### src/rtl/xbar_out_serializer_if.sv
// Write/swap/status bundle between the crossbar switching stage and the output serializer.
interface xbar_out_serializer_if #(
  parameter int unsigned PORTS = 4,
  parameter int unsigned SLOTS = 4,
  parameter int unsigned DW    = 8
);
  localparam int unsigned CW = (PORTS > 1) ? $clog2(PORTS) : 1;
  localparam int unsigned AW = (SLOTS > 1) ? $clog2(SLOTS) : 1;

  logic             wr_en;
  logic [CW-1:0]    wr_cs;
  logic [AW-1:0]    wr_addr;
  logic [DW-1:0]    wr_data;
  logic             bank_swap;
  logic [PORTS-1:0] serial_out;
  logic             busy;
  logic             frame_done;
  logic             underrun;

  modport master (
    output wr_en, wr_cs, wr_addr, wr_data, bank_swap,
    input  serial_out, busy, frame_done, underrun
  );

  modport slave (
    input  wr_en, wr_cs, wr_addr, wr_data, bank_swap,
    output serial_out, busy, frame_done, underrun
  );
endinterface

### src/rtl/xbar_out_serializer.sv
// Crossbar output transmitter: double-banked slot buffer shifted out on PORTS serial lanes.
// Optional per-slot even-parity bit enabled by defining XBAR_OUT_PARITY_EN.
module xbar_out_serializer #(
  parameter int unsigned PORTS = 4,
  parameter int unsigned SLOTS = 4,
  parameter int unsigned DW    = 8
) (
  input  logic                clk,
  input  logic                rst,
  xbar_out_serializer_if.slave bus
);

  localparam int unsigned CW = (PORTS > 1) ? $clog2(PORTS) : 1;
  localparam int unsigned AW = (SLOTS > 1) ? $clog2(SLOTS) : 1;
`ifdef XBAR_OUT_PARITY_EN
  localparam int unsigned SLOT_LEN = DW + 2;
`else
  localparam int unsigned SLOT_LEN = DW + 1;
`endif
  localparam int unsigned BW = $clog2(SLOT_LEN);
  localparam logic [BW-1:0] LAST_BIT  = BW'(SLOT_LEN - 1);
  localparam logic [AW-1:0] LAST_SLOT = AW'(SLOTS - 1);

  typedef enum logic {StIdle, StSend} state_e;

  state_e           r_state, w_state_nxt;
  logic             r_wbank, w_wbank_nxt;
  logic             r_pending, w_pending_nxt;
  logic             r_underrun, w_underrun_nxt;
  logic [AW-1:0]    r_slot, w_slot_nxt;
  logic [BW-1:0]    r_bit, w_bit_nxt;
  logic             w_frame_end;
  logic             w_start;
  logic             w_rbank_nxt;

  logic [PORTS-1:0] r_serial, w_serial_nxt;
  logic             r_busy;
  logic             r_frame_done, w_frame_done_nxt;

  logic             r_valid [2][PORTS][SLOTS];
  logic [DW-1:0]    r_data  [2][PORTS][SLOTS];

  logic                w_ent_valid [PORTS];
  logic [DW-1:0]       w_ent_data  [PORTS];
  logic [SLOT_LEN-1:0] w_word      [PORTS];

  assign w_frame_end = (r_state == StSend) && (r_bit == LAST_BIT) && (r_slot == LAST_SLOT);

  // State register
  always_ff @(posedge clk or posedge rst) begin
    if (rst) begin
      r_state    <= StIdle;
      r_wbank    <= 1'b0;
      r_pending  <= 1'b0;
      r_underrun <= 1'b0;
      r_slot     <= '0;
      r_bit      <= '0;
    end else begin
      r_state    <= w_state_nxt;
      r_wbank    <= w_wbank_nxt;
      r_pending  <= w_pending_nxt;
      r_underrun <= w_underrun_nxt;
      r_slot     <= w_slot_nxt;
      r_bit      <= w_bit_nxt;
    end
  end

  // Next-state logic
  always_comb begin
    w_state_nxt    = r_state;
    w_wbank_nxt    = r_wbank;
    w_pending_nxt  = r_pending;
    w_underrun_nxt = r_underrun;
    w_slot_nxt     = r_slot;
    w_bit_nxt      = r_bit;
    w_start        = 1'b0;
    unique case (r_state)
      StIdle: begin
        if (bus.bank_swap) w_start = 1'b1;
      end
      StSend: begin
        if (w_frame_end) begin
          // A swap landing on the last bit counts as pending and chains the next frame.
          if (r_pending || bus.bank_swap) w_start = 1'b1;
          else                            w_state_nxt = StIdle;
          if (r_pending && bus.bank_swap) w_underrun_nxt = 1'b1;
          w_pending_nxt = 1'b0;
          w_slot_nxt    = '0;
          w_bit_nxt     = '0;
        end else begin
          if (r_bit == LAST_BIT) begin
            w_bit_nxt  = '0;
            w_slot_nxt = r_slot + 1'b1;
          end else begin
            w_bit_nxt = r_bit + 1'b1;
          end
          if (bus.bank_swap) begin
            if (r_pending) w_underrun_nxt = 1'b1;
            else           w_pending_nxt  = 1'b1;
          end
        end
      end
    endcase
    if (w_start) begin
      w_state_nxt = StSend;
      w_wbank_nxt = ~r_wbank;
      w_slot_nxt  = '0;
      w_bit_nxt   = '0;
    end
  end

  // Output logic: next line value for the bit the counters will point at
  always_comb begin
    w_rbank_nxt      = ~w_wbank_nxt;
    w_frame_done_nxt = (w_state_nxt == StSend) && (w_bit_nxt == LAST_BIT) &&
                       (w_slot_nxt == LAST_SLOT);
    w_serial_nxt     = '0;
    for (int p = 0; p < int'(PORTS); p++) begin
      w_ent_valid[p] = r_valid[w_rbank_nxt][p][w_slot_nxt];
      w_ent_data[p]  = r_data[w_rbank_nxt][p][w_slot_nxt];
      // Forward a write that lands in the bank being handed over on this same edge.
      if (bus.wr_en && (bus.wr_cs == CW'(p)) && (bus.wr_addr == w_slot_nxt) &&
          (r_wbank == w_rbank_nxt)) begin
        w_ent_valid[p] = 1'b1;
        w_ent_data[p]  = bus.wr_data;
      end
`ifdef XBAR_OUT_PARITY_EN
      w_word[p] = {^{1'b1, w_ent_data[p]}, w_ent_data[p], 1'b1};
`else
      w_word[p] = {w_ent_data[p], 1'b1};
`endif
      w_serial_nxt[p] = (w_state_nxt == StSend) && w_ent_valid[p] && w_word[p][w_bit_nxt];
    end
  end

  always_ff @(posedge clk or posedge rst) begin
    if (rst) begin
      r_serial     <= '0;
      r_busy       <= 1'b0;
      r_frame_done <= 1'b0;
    end else begin
      r_serial     <= w_serial_nxt;
      r_busy       <= (w_state_nxt == StSend);
      r_frame_done <= w_frame_done_nxt;
    end
  end

  always_ff @(posedge clk or posedge rst) begin
    if (rst) begin
      for (int k = 0; k < 2; k++) begin
        for (int p = 0; p < int'(PORTS); p++) begin
          for (int s = 0; s < int'(SLOTS); s++) begin
            r_valid[k][p][s] <= 1'b0;
          end
        end
      end
    end else begin
      if (w_frame_end) begin
        for (int p = 0; p < int'(PORTS); p++) begin
          for (int s = 0; s < int'(SLOTS); s++) begin
            r_valid[~r_wbank][p][s] <= 1'b0;
          end
        end
      end
      if (bus.wr_en) r_valid[r_wbank][bus.wr_cs][bus.wr_addr] <= 1'b1;
    end
  end

  always_ff @(posedge clk) begin
    if (bus.wr_en) r_data[r_wbank][bus.wr_cs][bus.wr_addr] <= bus.wr_data;
  end

  assign bus.serial_out = r_serial;
  assign bus.busy       = r_busy;
  assign bus.frame_done = r_frame_done;
  assign bus.underrun   = r_underrun;

endmodule

### src/flat_wrapper.sv
// flat-port wrapper written by rule: the top's interface ports become plain ports
module xbar_out_serializer_flat 
#(
  parameter int unsigned PORTS = 4,
  parameter int unsigned SLOTS = 4,
  parameter int unsigned DW    = 8
)
  (clk, rst, bus_wr_en, bus_wr_cs, bus_wr_addr, bus_wr_data, bus_bank_swap, bus_serial_out, bus_busy, bus_frame_done, bus_underrun);
  xbar_out_serializer_if #(.PORTS(PORTS), .SLOTS(SLOTS), .DW(DW)) bus_i ();
  input  logic clk;
  input  logic rst;
  input wire logic [$bits(bus_i.wr_en)-1:0] bus_wr_en;
  input wire logic [$bits(bus_i.wr_cs)-1:0] bus_wr_cs;
  input wire logic [$bits(bus_i.wr_addr)-1:0] bus_wr_addr;
  input wire logic [$bits(bus_i.wr_data)-1:0] bus_wr_data;
  input wire logic [$bits(bus_i.bank_swap)-1:0] bus_bank_swap;
  output wire logic [$bits(bus_i.serial_out)-1:0] bus_serial_out;
  output wire logic [$bits(bus_i.busy)-1:0] bus_busy;
  output wire logic [$bits(bus_i.frame_done)-1:0] bus_frame_done;
  output wire logic [$bits(bus_i.underrun)-1:0] bus_underrun;
  assign bus_i.wr_en = bus_wr_en;
  assign bus_i.wr_cs = bus_wr_cs;
  assign bus_i.wr_addr = bus_wr_addr;
  assign bus_i.wr_data = bus_wr_data;
  assign bus_i.bank_swap = bus_bank_swap;
  assign bus_serial_out = bus_i.serial_out;
  assign bus_busy = bus_i.busy;
  assign bus_frame_done = bus_i.frame_done;
  assign bus_underrun = bus_i.underrun;
  xbar_out_serializer #(.PORTS(PORTS), .SLOTS(SLOTS), .DW(DW)) u_core (.clk(clk), .rst(rst), .bus(bus_i));
endmodule
### config.mk
export PLATFORM = sky130hd
export DESIGN_NAME = xbar_out_serializer_flat
export DESIGN_NICKNAME = d
export VERILOG_FILES = /design/src/rtl/xbar_out_serializer_if.sv /design/src/rtl/xbar_out_serializer.sv /design/src/flat_wrapper.sv
export SDC_FILE = /design/constraint.sdc
export NUM_CORES = 1
export LEC_CHECK = 0
export BUFFER_PORTS_ARGS = -buffer_cell sky130_fd_sc_hd__buf_2
export CAP_MARGIN = 20
export CORE_ASPECT_RATIO = 0.6
export CORE_MARGIN = 4
export CORE_UTILIZATION = 65
export CTS_BUF_LIST = sky130_fd_sc_hd__clkbuf_4
export CTS_CLUSTER_SIZE = 24
export DETAILED_ROUTE_END_ITERATION = 12
export MAX_ROUTING_LAYER = met4
export PLACE_DENSITY = 0.91
export RECOVER_POWER = 100
export SYNTH_ARGS = -nofsm -noshare
export SYNTH_HDL_FRONTEND = slang
export SYNTH_SLANG_ARGS = --single-unit
export TNS_END_PERCENT = 1
### constraint.sdc
create_clock -name clk -period 3.5 [get_ports clk]
set_clock_uncertainty 0.05 [all_clocks]
set_input_delay 0.35 -clock clk [delete_from_list [all_inputs] [get_ports clk]]
set_output_delay 0.35 -clock clk [all_outputs]
set_load 0.1 [all_outputs]
== Word-level counts from Yosys, hierarchy flattened ==
Memories as Yosys holds them, arrays and structs flattened.
Cells that the tools add are included.
Widths: inputs -> output; s select.
Word-level totals
  register bits after elaboration: 47
  bits in latches: 0
  RAM bits: 256
  memory bits (read-only): 0
  bits of input ports: 16
  output and inout bits: 7
  logic and storage cells: 252
  memories kept: 1
Operators by class
  add/sub/neg operators: 2
  multipliers: 0
  divide/modulo/power cells: 0
  order comparisons: 11
  equality and inequality tests: 10
  shifts and indexed selects: 0
  multiplexer cells: 111
  bitwise logic cells: 42
  reductions and logical operators: 35
Memories
  u_core.r_data: words 2, width 128, rd ports 1, clocked after Yosys merged registers in 0, write ports 1, line xbar_out_serializer.sv:41  | logic [DW-1:0] r_data [2][PORTS][SLOTS];
Operator list (count)
  $and 32x32->32: 16
  $not 32->32: 16
  $demux 16 s1: 17
  $mux 128: 1
  $mux 8: 14
  $mux 32: 3
  $mux 16: 5
  $bmux 8 s2: 4
  $demux 32 s2: 1
  $mux 1: 32
  $or 32x32->32: 1
  $logic_and 1x1->1: 29
  $mux 4: 6
  $bmux 1 s4: 4
  $demux 8 s2: 1
  $mux 15: 1
  $mux 14: 1
  $mux 13: 1
  $mux 12: 1
  $mux 11: 1
  $mux 10: 1
  $mux 2: 5
  $ge 3x3->1 const B: 3
  $mux 9: 1
  28 further kinds: 46

== Depth between registers and ports, before layout ==
Gate-level depths: netlist of the first run.
  depth in word-level cells: 26
  gate-level depth with buffers: 15
  gate-level depth less buffers: 11

== Worst setup path before layout of the first run ==
No wires, ideal clock.
  path type: reg2reg
  start: register u_core.r_state
  end: register u_core.r_serial[3], in the netlist u_core.bus.serial_out[3]
  setup time: 82 ps
  arrival: 3048 ps
  required time: 3368 ps
  setup slack: 320 ps
  cell stages (with the launch flop): 9
  path buffers: 1
  period minus slack after synthesis: 3180 ps
  cell sequence: dfrtp_1 -> and4b_1 -> buf_6 -> a21oi_4 -> or4_4 -> and4_4 -> o41a_1 -> or4_1 -> o22ai_1
On the way
  cells in the longest elaborated chain, start to end: 16
RTL lines
  start: declaration: line xbar_out_serializer.sv:26  | state_e r_state, w_state_nxt;
  start signal: assignment: line xbar_out_serializer.sv:52  | r_state <= StIdle;
  start signal: assignment: line xbar_out_serializer.sv:59  | r_state <= w_state_nxt;
  parallel branches: the longest is 15 deep, another holds $mem_v2 2x128
  $logic_and 1x1->1 (*): line xbar_out_serializer.sv:132  | w_serial_nxt[p] = (w_state_nxt == StSend) && w_ent_valid[p] && w_word[p][w_bit_nxt];
  via u_core.w_serial_nxt[3]: line xbar_out_serializer.sv:36  | logic [PORTS-1:0] r_serial, w_serial_nxt;
  end signal: assignment: line xbar_out_serializer.sv:142  | r_serial <= w_serial_nxt;
  end: declaration: line xbar_out_serializer.sv:36
Mark *: on every way through the listed nets, which the timed path passes. The select of a mux whose other input is x is not followed.
A chain may end at the register's enable or synchronous reset.

== Worst setup path in the final report of the first run ==
  start: register u_core.r_wbank
  end: memory u_core.r_data[1][31] (netlist bit), enable pin
RTL lines
  start: declaration: line xbar_out_serializer.sv:27  | logic r_wbank, w_wbank_nxt;
  start signal: assignment: line xbar_out_serializer.sv:60  | r_wbank <= w_wbank_nxt;
  end: declaration: line xbar_out_serializer.sv:41
Straight into the memory's write port.

==> run_results.csv, run 1 <==
group,metric,value,unit
cts,cts_tree,"built",
cells_and_area,fillers,1174,
floorplanning,die_y,116,um
yosys,synthDominantCellAreaShare,60.5,%
floorplanning,num_rows,39,
floorplanning,die_area,0.0219,mm2
cts,numCtsBuffers,70,
route,drcViolationCount,0,
cts,htreeDepth,3,
cells_and_area,multi_input_area,0.00349,mm2
placement,dp_cells,1209,
worst_setup_path,worstSetupPathType,"flop to flop",
cts,clockBufferDepth,3,
timing,fmaxAchievable,0.289,GHz
floorplanning,die_x,188,um
yosys,yosysMostFrequentCell,"edfxtp_1",
placement,gp_congestion,0.982,
cts,clock-sinks,303,
pwr,pwr-share-seq,36.3,%
placement,dpl_cell_area,0.0134,mm2
timing,layout_min_cycle_time,3460,ps
run,drv_cap,9,
grt,grt_max_degree,46,
cts,clk_pin_slew,60,ps
timing,finalSetupViolations,0,
yosys,avgSynthCellArea,13.9,um2
worst_setup_path,worstSetupStartpointType,"flop",
worst_setup_path,cp-end-kind,"flop",
cells_and_area,drive_above_1_share,17.4,%
timing,maxSlewHeadroom,-29.0,%
cells_and_area,fin_area,0.0142,mm2
placement,dpl.hpwl,23.2,mm
floorplanning,start_util,66.5,%
timing,finalMaxSlewViolations,302,
floorplanning,num_io_pins,23,
pwr,power_switching,4.74,mW
yosys,synth_edf_count,256,
cells_and_area,fin_cells,1338,
min_path,hp-class,"input pin to flop",
grt,grt_usage,35.6,%
yosys,async_flop_share,15.5,%
yosys,ys_seq_elements,303,
route,viasPerCell,7.09,
timing,timing.final.crit_share,98.9,%
cells_and_area,nets,1036,
worst_setup_path,required,3730,ps
timing,worst_slack,39.8,ps
cts,cts_setup_buffers,0,
route,wl,37.3,mm
grt,grt_pass1_vias,9169,
pwr,combPwrFrac,38.8,%
cts,cts-root-buf,"clkbuf_4",
status,violations,"capacitance limit, slew limit",
status,status,"finished, violations left",
timing,rsz0062_at_grt,"no",
pwr,peakVddDrop,0.536,mV
timing,worstMarginPinSlew,1930,ps
pwr,power.density,859,mW/mm2
cells_and_area,syn2layout_area_growth,12.2,%
yosys,synthTopCellsByCount,"edfxtp_1, nand2_1, dfrtp_1, nor2_1, a221oi_1",
cells_and_area,antenna_cells,0,
pwr,p_leak,4.99,nW
cts,insertion_delay,680,ps
grt,grt-ovfl-total,0,
yosys,synthTopCellsByArea,"edfxtp_1, dfrtp_1, a221oi_1, nand2_1, o21a_1",
route,drt_iter0_markers,1769,
yosys,synth_area,0.0127,mm2
placement,pre_cts_slack,252,ps
worst_setup_path,worstPathArrival,3690,ps
pwr,swShare,38.7,%
placement,numPortBuffers,22,
worst_setup_path,crit_path_max_fanout,22,
yosys,yosys_warnings,0,
timing,hold_viol,0,
yosys,synth_cell_type_count,74,
floorplanning,core,0.0191,mm2
route,postRouteAntennaNets,0,
route,dr.pass1.iters,7,
route,post_drt_wl_per_cell,27.9,um
pwr,power.internal,7.50,mW
pwr,clkPwrFrac,24.9,%
yosys,synth_top_area_cell,"edfxtp_1",
yosys,synth_ff_type,"edfxtp_1",
yosys,synth-seq-area-share,69.8,%
yosys,syn_inst,914,
route,via_count,9485,
cells_and_area,regArea,0.00886,mm2
grt,antenna_found_initial,0,
yosys,syn_nets,933,
timing,setup_tns,0,ps
grt,grt_pass1_wl,55.9,mm
==> timing repair <==
item	4_1_cts	5_1_grt
hold buffers	1	0
setup endpoints to repair	0	1
gates resized for setup	0	1
hold endpoints to repair	35	0
==> power groups by stage <==
stage | registers [mW] | clock network [mW] | logic (mW)
after global placement | 4.47 | 0 | 4.41
final | 4.44 | 3.05 | 4.75
after global routing | 4.46 | 3.27 | 4.90
after detailed placement | 4.49 | 0 | 4.53
after floorplan | 4.53 | 0 | 2.84
after CTS | 4.42 | 3.06 | 4.57
==> layout make-up <==
type / count / share of cell area [%]
clock buffers: 109 / 5.74
flip-flops and latches: 303 / 62.2
well taps: 266 / 2.34
inverters: 13 / 0.351
clock inverters: 18 / 1.06
repair buffers: 90 / 3.82
multi-input cells: 539 / 24.5
==> metal layers <==
layer	part of all wire [%]	global-route usage (%)
met5	0	-
met4	3.9	12.0
met2	42	49.3
met1	36	47.8
met3	18	15.7
==> state kept, by name, indices dropped and copies added, names as in the netlist, 2 cells and up <==
name and cells:
u_core.r_bit 4, u_core.bus.serial_out 4, u_core.r_valid 32, u_core.r_slot 2
u_core.r_data 256
==> worst paths after layout <==
kind                                          start              endpoint  slack (ps)  depth (start not counted)
worst max-delay path                 u_core.r_wbank  u_core.r_data[1][31]          40                          4
worst min-delay path                  bus_bank_swap      u_core.r_pending         100                          3
worst max register to register       u_core.r_wbank  u_core.r_data[1][31]          40                          4
worst min register to register  u_core.bus.underrun   u_core.bus.underrun         410                          1
max in group asynchronous                       rst    u_core.r_valid[23]        1380                          4
min in group asynchronous                       rst        u_core.r_wbank         680                          3
==> worst max-delay path: stages, from the launching register on <==
cell	delay (ps)
dfrtp_1	560
clkbuf_1	930
buf_4	400
nand2_1	200
nor2_1	880
==> kinds of logic (layout without fill, tap and decap cells) <==
logic type	count (synthesis)	in the layout	share of synthesized area [%]
AO/OA/AOI/OAI	253	253	14.8
XOR/XNOR	3	3	0.207
adder cells (fa/ha/maj)	3	3	0.296
buffers and inverters	72	230	2.77
flip-flops	303	303	69.8
multiplexers	32	32	2.60
AND/OR/NAND/NOR	248	248	9.51
==> placed cells by master (no fill, tap or decap), types with 6 or more instances in the layout <==
cell type    n
a221oi_1    38
a221o_1      7
buf_2        7
clkbuf_4   109
dfrtp_1     47
edfxtp_1   256
nand3_1     33
buf_4       37
o21ai_0     19
nand3b_1     6
mux2_2       8
nor3_1      24
nand2b_1     6
a21o_1       7
a21oi_1     37
mux2i_1     24
a31oi_1     21
or3_1        7
o31ai_1      7
clkbuf_1    40
clkinv_1    13
inv_1       10
nand4_1      7
a211oi_1    21
and3_1       9
nor2_1      47
nand2_1     79
o22ai_1      9
o21a_1      37
a311oi_1     9
==> metrics by stage <==
stage | hold slack [ps] | total power, mW | utilization [%]
global route | 67.5 | 12.6 | 74.7
finish | 96.7 | 12.2 | 74.7
detailed placement | 403 | 9.02 | 70.1
floorplan | 399 | 7.36 | -
global placement | 397 | 8.88 | 70.1
CTS | 55.1 | 12.1 | 75.3
Note: power is estimated with default switching activity, not from simulation.
==> run 2: changes to the inputs <==
Settings changed: CORE_UTILIZATION 65 to 40, PLACE_DENSITY 0.91 to 0.64.
==> run_results.csv, run 2 (synthesized netlist as in run 1, its figures left out) <==
group,metric,value,unit
grt,antenna_found_initial,1,
worst_setup_path,worstSetupPathType,"flop to flop",
status,status,"finished, violations left",
cts,clock-sinks,303,
worst_setup_path,worstPathCellList,"inv_1 > ha_1 > and3b_1 > mux2_2 > and2_2 > inv_2 > nand2_2 > a211o_1 > a31oi_1 > o21ai_1 > a2111oi_2",
pwr,clkPwrFrac,24.6,%
pwr,pwr-share-seq,35.9,%
timing,finalSetupViolations,0,
placement,pre_cts_slack,15.0,ps
cts,numCtsBuffers,70,
timing,worst_slack,130,ps
cells_and_area,nets,1041,
timing,worstMarginPinSlew,1980,ps
pwr,power.density,851,mW/mm2
worst_setup_path,worstPathArrival,3950,ps
cts,clockBufferDepth,3,
grt,grt_usage,24.0,%
cts,cts_setup_buffers,0,
placement,dpl.hpwl,25.7,mm
timing,fmaxAchievable,0.297,GHz
cells_and_area,drive_above_1_share,17.4,%
route,via_count,9132,
grt,grt_max_degree,60,
cts,insertion_delay,730,ps
cells_and_area,final_cell_mix,"edfxtp_1, clkbuf_4, nand2_1",
cells_and_area,antenna_cells,0,
cells_and_area,regMostFlops,"u_core.r_data",
route,post_drt_wl_per_cell,27.1,um
pwr,swShare,39.4,%
pwr,total_power,12.3,mW
cells_and_area,largest_register_ff_count,256,
timing,rsz0062_at_grt,"no",
placement,gp_congestion,0.944,
floorplanning,die_y,146,um
timing,maxSlewHeadroom,-31.7,%
cells_and_area,final_common_cell,"edfxtp_1",
pwr,power.internal,7.47,mW
cells_and_area,final_util,46.4,%
run,drv_cap,9,
pwr,combPwrFrac,39.6,%
route,viasPerCell,6.12,
min_path,hp-class,"input pin to flop",
floorplanning,start_util,40.7,%
timing,layout_min_cycle_time,3370,ps
pwr,p_leak,5.00,nW
worst_setup_path,slowest_stage,"dfrtp_1",
cells_and_area,fillers,2790,
placement,numPortBuffers,22,
floorplanning,die_x,238,um
pwr,peakVddDrop,0.335,mV
route,wl,40.4,mm
cells_and_area,syn2layout_area_growth,14.0,%
route,drcViolationCount,0,
cells_and_area,reg_top3,"u_core.r_data (256), u_core.r_valid (32)",
route,drt_iter0_markers,1381,
timing,hold_viol,0,
floorplanning,die_area,0.0347,mm2
worst_setup_path,critPathMaxStageDelay,420,ps
grt,grt_pass1_wl,59.3,mm
status,violations,"capacitance limit, slew limit",
cts,htreeDepth,3,
worst_setup_path,required,4080,ps
floorplanning,num_io_pins,23,
worst_setup_path,crit_path_max_fanout,9,
timing,finalMaxSlewViolations,296,
cts,cts_tree,"built",
pwr,power_switching,4.85,mW
timing,timing.final.crit_share,96.3,%
timing,setup_tns,0,ps
cts,clk_pin_slew,80,ps
route,dr.pass1.iters,5,
route,postRouteAntennaNets,0,
worst_setup_path,cp-end-kind,"flop",
floorplanning,core,0.0312,mm2
grt,grt-ovfl-total,0,
worst_setup_path,worstSetupStartpointType,"flop",
floorplanning,num_rows,50,
grt,grt_pass1_vias,8676,
cts,cts-root-buf,"clkbuf_4",
## run 2: cell types whose count changed in the layout (fill, tap and decap cells not counted), moves of 2 or more
cell and change:
clkinv_1 +3, clkbuf_1 +2, clkbuf_4 -6, inv_2 +2, buf_12 +3, dlygate4sd3_1 +2
## run 2: stage by stage
stage / hold slack, ps / cell area, um2 / instances
5_1_grt: 324 / 14500 / 1493
6_report: 307 / 14500 / 1493
2_1_floorplan: 399 / 12700 / 914
3_3_place_gp: 404 / 13600 / 1363
3_5_place_dp: 421 / 13600 / 1363
4_1_cts: 104 / 14600 / 1493
## run 2: metal layers
metal	part of all wire (%)	GRT usage, %	vias to the layer above
li1	-	-	3887
met4	1.9	5.22	0
met3	16	9.77	64
met2	39	29.5	664
met5	0	-	-
met1	44	36.5	4517
## run 2: worst paths after layout
path,start,to,slack (ps),cells after the start
max,u_core.r_bit[1],u_core.bus.serial_out[2],130,11
min,bus_wr_addr[0],u_core.bus.serial_out[0],310,5
max reg2reg,u_core.r_bit[1],u_core.bus.serial_out[2],130,11
min reg2reg,u_core.bus.underrun,u_core.bus.underrun,440,1
max in group asynchronous,rst,u_core.r_valid[19],1120,4
min in group asynchronous,rst,u_core.r_valid[27],620,3
## run 2: critical path, delay by kind of cell (launching register included)
kind / cells / cell delay (ps)
AO/OA/AOI/OAI: 4 / 1060
adder cells (fa/ha/maj): 1 / 240
buffers and inverters: 2 / 250
flip-flops: 1 / 420
multiplexers: 1 / 410
AND/OR/NAND/NOR: 3 / 830
## run 2: final cells by class
class | instances | area, um2 | share of cell area [%]
sequential | 303 | 8860 | 61.2
multi-input combinational | 539 | 3490 | 24.1
clock buffer | 103 | 773 | 5.34
timing repair buffer | 95 | 606 | 4.18
tap | 416 | 520 | 3.60
clock inverter | 24 | 174 | 1.20
inverter | 13 | 50.0 | 0.346
## run 2: power by group through the flow
stage          Combinational (mW)  Sequential, mW  Clock (mW)
2_1_floorplan                2.84            4.53           0
3_3_place_gp                 4.71            4.48           0
3_5_place_dp                 4.72            4.49           0
4_1_cts                      4.73            4.41        3.08
5_1_grt                      5.11            4.46        3.29
6_report                     4.88            4.42        3.03
## run 2: what timing repair did
action	4_1_cts	5_1_grt
hold buffers	3	0
resized for setup	0	4
endpoints found under the hold margin	37	0
setup endpoints to repair	0	3
